--- config.mk ---
export PLATFORM = sky130hd
export DESIGN_NAME = seq_ctrl
export DESIGN_NICKNAME = d
export VERILOG_FILES = /design/src/rtl/seq_ctrl.sv
export SDC_FILE = /design/constraint.sdc
export NUM_CORES = 1
export LEC_CHECK = 0
export CORE_ASPECT_RATIO = 2
export CORE_UTILIZATION = 40
export DETAILED_ROUTE_END_ITERATION = 6
export MAX_ROUTING_LAYER = met4
export PLACE_DENSITY_LB_ADDON = 0.25
export SLEW_MARGIN = 30
export SYNTH_ARGS = -nofsm -noshare
export SYNTH_HDL_FRONTEND = slang
export SYNTH_SLANG_ARGS = --single-unit
--- constraint.sdc ---
create_clock -name i_clk -period 2.83 [get_ports i_clk]
set_input_delay 0.566 -clock i_clk [delete_from_list [all_inputs] [get_ports i_clk]]
set_output_delay 0.566 -clock i_clk [all_outputs]
set_load 0.02 [all_outputs]
--- src/rtl/seq_ctrl.sv ---
// Microsequencer: fetches 3-bit opcodes, drives a bit-serial datapath, stalls and waits on a run switch.
// Optional operation counter enabled by defining SEQ_OPCNT_EN (adds o_op_count).
module seq_ctrl #(
  parameter int WIDTH        = 8,
  parameter int STALL_CYCLES = 2
) (
  input  logic       i_clk,
  input  logic       i_rst,
  output logic [2:0] o_pc,
  input  logic [2:0] i_instr,
  input  logic       i_switch,
  output logic [1:0] o_op,
  output logic       o_start,
  output logic       o_shift_en,
  output logic       o_wait
`ifdef SEQ_OPCNT_EN
  ,
  output logic [7:0] o_op_count
`endif
);

  typedef enum logic [1:0] {
    S_FETCH  = 2'd0,
    S_SERIAL = 2'd1,
    S_STALL  = 2'd2,
    S_WAITSW = 2'd3
  } state_t;

  localparam logic [2:0] OP_NOP     = 3'b000;
  localparam logic [2:0] OP_STALL   = 3'b001;
  localparam logic [2:0] OP_MULYD   = 3'b010;
  localparam logic [2:0] OP_MULX1D  = 3'b011;
  localparam logic [2:0] OP_ADDYX   = 3'b100;
  localparam logic [2:0] OP_WAITOFF = 3'b110;
  localparam logic [2:0] OP_WAITON  = 3'b111;

  localparam logic [7:0] CNT_SERIAL = 8'(WIDTH - 1);
  localparam logic [7:0] CNT_STALL  = 8'(STALL_CYCLES - 1);

  state_t     state_q;
  logic [2:0] pc_q;
  logic [7:0] cnt_q;
  logic [1:0] op_q;
  logic       start_q;
  logic       shift_q;
  logic       wait_q;
  logic       wait_on_q;
  logic       sw_s1_q;
  logic       sw_s2_q;
  logic [2:0] pc_d;
`ifdef SEQ_OPCNT_EN
  logic [7:0] opcnt_q;
`endif

  // 3-bit add wraps 7 -> 0 on its own
  assign pc_d = pc_q + 3'd1;

  always_ff @(posedge i_clk or posedge i_rst) begin
    if (i_rst) begin
      state_q   <= S_FETCH;
      pc_q      <= 3'd0;
      cnt_q     <= 8'd0;
      op_q      <= 2'b00;
      start_q   <= 1'b0;
      shift_q   <= 1'b0;
      wait_q    <= 1'b0;
      wait_on_q <= 1'b0;
      sw_s1_q   <= 1'b0;
      sw_s2_q   <= 1'b0;
`ifdef SEQ_OPCNT_EN
      opcnt_q   <= 8'd0;
`endif
    end else begin
      sw_s1_q <= i_switch;
      sw_s2_q <= sw_s1_q;
      start_q <= 1'b0;
      case (state_q)
        S_FETCH: begin
          case (i_instr)
            OP_STALL: begin
              cnt_q   <= CNT_STALL;
              state_q <= S_STALL;
            end
            OP_MULYD, OP_MULX1D, OP_ADDYX: begin
              op_q    <= (i_instr == OP_MULYD)  ? 2'b01 :
                         (i_instr == OP_MULX1D) ? 2'b10 : 2'b11;
              cnt_q   <= CNT_SERIAL;
              start_q <= 1'b1;
              shift_q <= 1'b1;
              state_q <= S_SERIAL;
            end
            OP_WAITOFF, OP_WAITON: begin
              wait_on_q <= i_instr[0];
              wait_q    <= 1'b1;
              state_q   <= S_WAITSW;
            end
            default: pc_q <= pc_d;  // NOP and reserved 101
          endcase
        end
        S_STALL: begin
          if (cnt_q == 8'd0) begin
            pc_q    <= pc_d;
            state_q <= S_FETCH;
          end else begin
            cnt_q <= cnt_q - 8'd1;
          end
        end
        S_SERIAL: begin
          if (cnt_q == 8'd0) begin
            pc_q    <= pc_d;
            op_q    <= 2'b00;
            shift_q <= 1'b0;
            state_q <= S_FETCH;
`ifdef SEQ_OPCNT_EN
            if (opcnt_q != 8'hFF) opcnt_q <= opcnt_q + 8'd1;
`endif
          end else begin
            cnt_q <= cnt_q - 8'd1;
          end
        end
        S_WAITSW: begin
          // condition is re-evaluated every cycle, including the first one
          if (sw_s2_q == wait_on_q) begin
            pc_q    <= pc_d;
            wait_q  <= 1'b0;
            state_q <= S_FETCH;
          end
        end
        default: state_q <= S_FETCH;
      endcase
    end
  end

  assign o_pc       = pc_q;
  assign o_op       = op_q;
  assign o_start    = start_q;
  assign o_shift_en = shift_q;
  assign o_wait     = wait_q;
`ifdef SEQ_OPCNT_EN
  assign o_op_count = opcnt_q;
`endif

endmodule

==> run summary <==
Top delay family on crit path - simple AND/OR/NAND/NOR gates
RePlAce Congestion - 0.804
Number of synthesized register bits - 21
Setup TNS - 0 ps
Final ANT Viol Nets - 0
Smallest hold slack - 360 ps
WP buf/inv - 1
Final cycle utilization of the critical path - 77.7%
Worst path slowest cell - or3b_2
Die area - 3380 um2
P&R area growth vs syn - 15.4%
Crit path arrival time - 2360 ps
Avg Inst Size Synth - 9.88 um2
Antenna cells - 0
Largest stage delay, worst path - 510 ps
Routed WL - 2.59 mm
Fraction of the mapped netlist area in adder cells - 7.98%
Vias - 971
Global-route wire length before repair - 4.39 mm
Hold WC Path Type - reg -> reg
# setup viols final - 0
Net Sw Frac - 42.7%
RSZ-0062 raised after global routing - no
Placed insts - 165
Status - finished clean
Crit path cell chain - inv_1, ha_1, or3b_2, o21ai_0, nand3_1, mux2_2
Setup crit start kind - flip-flop
CTS Sinks - 21
Asr flop ratio synth - 100%
Largest net degree at the start of global routing - 22
Clock Path Buffers - 2
R2R setup slack - 630 ps
Post-layout instance area - 1450 um2
Setup Fix Bufs, Post-CTS - 0
PD cells - 1140 nW/um2
Ports - 14
Initial core utilization - 42.1%
Fmax - 455 MHz
Max FO, Critical Path - 4
Tmin final - 2200 ps
Xor/xnor share of the synthesized area - 2.79%
DRC viols - 0
Least-Margin Pin Slew - 799 ps
Slew margin rel. - 46.7%
Hold-fix buffers, CTS - 0
Grt ovf - 0
Worst-path clk slew - 80 ps
Leak - 0.635 nW
CTS tree - done
Die Wd - 41.6 um
Dominant synthesized flop cell - dfrtp_1
Max-cap violation count - 0
WL/cell - 15.3 um
Row count - 28
Synth Cell Area - 1250 um2
Dpl hpwl - 2.05 mm
Sequential share of power - 31.3%
Ratio of cells with drive above 1 in the final layout - 10.8%
Top cells by area, synth - dfrtp_1 42%, ha_1 8.0%, o21ai_0 3.6%
PostCTS Resize Cnt - 0
DP Area - 1400 um2
Largest family of logic cells by synthesized area - simple AND/OR/NAND/NOR gates
Net Count, Synth - 141
Distinct cells, synth - 40
Compound-cell area share of the yosys netlist - 16.4%
Nature of the critical path endpoint - flip-flop
First-pass detailed-route iteration total - 4
Psw - 0.702 mW
Post-Layout Cell Count - 169
Mux cell area share after synthesis - 4.99%
Iteration-0 DRC Markers - 17
Kind of critical path - reg -> reg
Inserted Clock Buffers - 3
Worst endpoint required time - 3000 ps
Layout Utilization - 48.6%
Yosys warnings - 0
CTS root buf - clkbuf_8
Port Buffer Count - 13
Clock power share - 12.4%
Final max-slew violation count - 0
Number of synthesized flops with an enable pin - 0
Max rail drop VDD - 0.636 mV
Core ar. - 2980 um2
Overall Global Routing Usage - 17.9%
Area leader, netlist - dfrtp_1
Combinational fraction of design power - 56.2%
Clk Latency, worst-skew pair - 270 ps
Yosys top cell area share - 41.9%
Fin. Hold Viols - 0
Die Ht - 81.2 um
Post-layout nets - 154
Clock Skews - 7.08 ps
Post-synthesis simple-gate area fraction - 21.1%
Sequential area share after synthesis - 41.9%
Routed vias/inst - 5.75
Vias in the first global route - 1000
Int Pwr - 0.942 mW
H-tree levels - 1
Initial antenna violation count - 0
Cells after synthesis - 127
registers in the layout (all words and copies together) (netlist names), 2 cells and up:
name	count
o_op	2
cnt_q	8
o_pc	3
state_q	2
worst reg2reg max path: cells and delay by family (launching register included):
kind,cells,cell delay [ps]
buffers and inverters,1,140
multiplexers,1,310
flip-flops,1,390
AND/OR/NAND/NOR,2,710
AO/OA/AOI/OAI,1,340
adder cells (fa/ha/maj),1,200
cell type report:
cell class                      instances  area (um2)
Multi-Input combinational cell         92         668
Timing Repair Buffer                   15         145
Sequential cell                        21         526
Tap cell                               30        37.5
Inverter                                7        26.3
Fill cell                             283        1530
Clock buffer                            4        45.0
path summary, 6_finish.rpt:
| kind | start | endpoint | cells after the start |
|---|---|---|---|
| setup reg to reg | cnt_q[0] | o_pc[1] | 6 |
| min in group asynchronous | i_rst | cnt_q[6] | 2 |
| hold reg to reg | sw_s1_q | sw_s2_q | 0 |
| hold / removal | sw_s1_q | sw_s2_q | 0 |
| setup / recovery | cnt_q[0] | o_pc[1] | 6 |
| max in group asynchronous | i_rst | cnt_q[4] | 2 |
synthesized netlist by cell type (5+ instances only):
| library cell | count |
|---|---|
| dfrtp_1 | 21 |
| ha_1 | 8 |
| inv_1 | 7 |
| nand2_1 | 8 |
| nor2_1 | 5 |
| o21ai_0 | 9 |
| o31ai_1 | 5 |
| or4_1 | 5 |
layout by cell type, fill, tap and decap left out, types with 4 or more instances in the layout:
cell | synthesis | routed
clkdlybuf4s50_1 | 0 | 13
mux2i_1 | 4 | 4
o21ai_0 | 9 | 9
inv_1 | 7 | 7
or4_1 | 5 | 5
nor2_1 | 5 | 5
nand2_1 | 8 | 8
nand3_1 | 4 | 4
ha_1 | 8 | 8
nor3b_1 | 4 | 4
o31ai_1 | 5 | 5
a21oi_1 | 4 | 4
dfrtp_1 | 21 | 21
through the flow:
step	total power [mW]	setup WS [ps]
detailed placement	1.45	440
floorplan	1.18	878
global placement	1.42	461
finish	1.64	632
CTS	1.66	637
global route	1.77	479
cells by family after synthesis:
family                   Yosys count
XOR/XNOR                           4
AND/OR/NAND/NOR                   44
buffers and inverters             14
AO/OA/AOI/OAI                     30
multiplexers                       6
flip-flops                        21
adder cells (fa/ha/maj)            8
routing by layer:
metal	global-route usage, %	vias to the layer above	wire length [um]
met5	-	-	0
met4	8.71	0	68
met3	2.00	5	42
met2	35.0	11	1540
met1	16.6	476	941
li1	-	479	-
power by group through the flow:
stage	combinational, mW	clock (mW)	sequential, mW
after floorplan	0.623	0	0.560
after global placement	0.908	0	0.517
after detailed placement	0.927	0	0.524
after CTS	0.932	0.205	0.518
after global routing	1.02	0.215	0.533
final	0.924	0.204	0.515
Note: power is estimated with default switching activity, not from simulation.
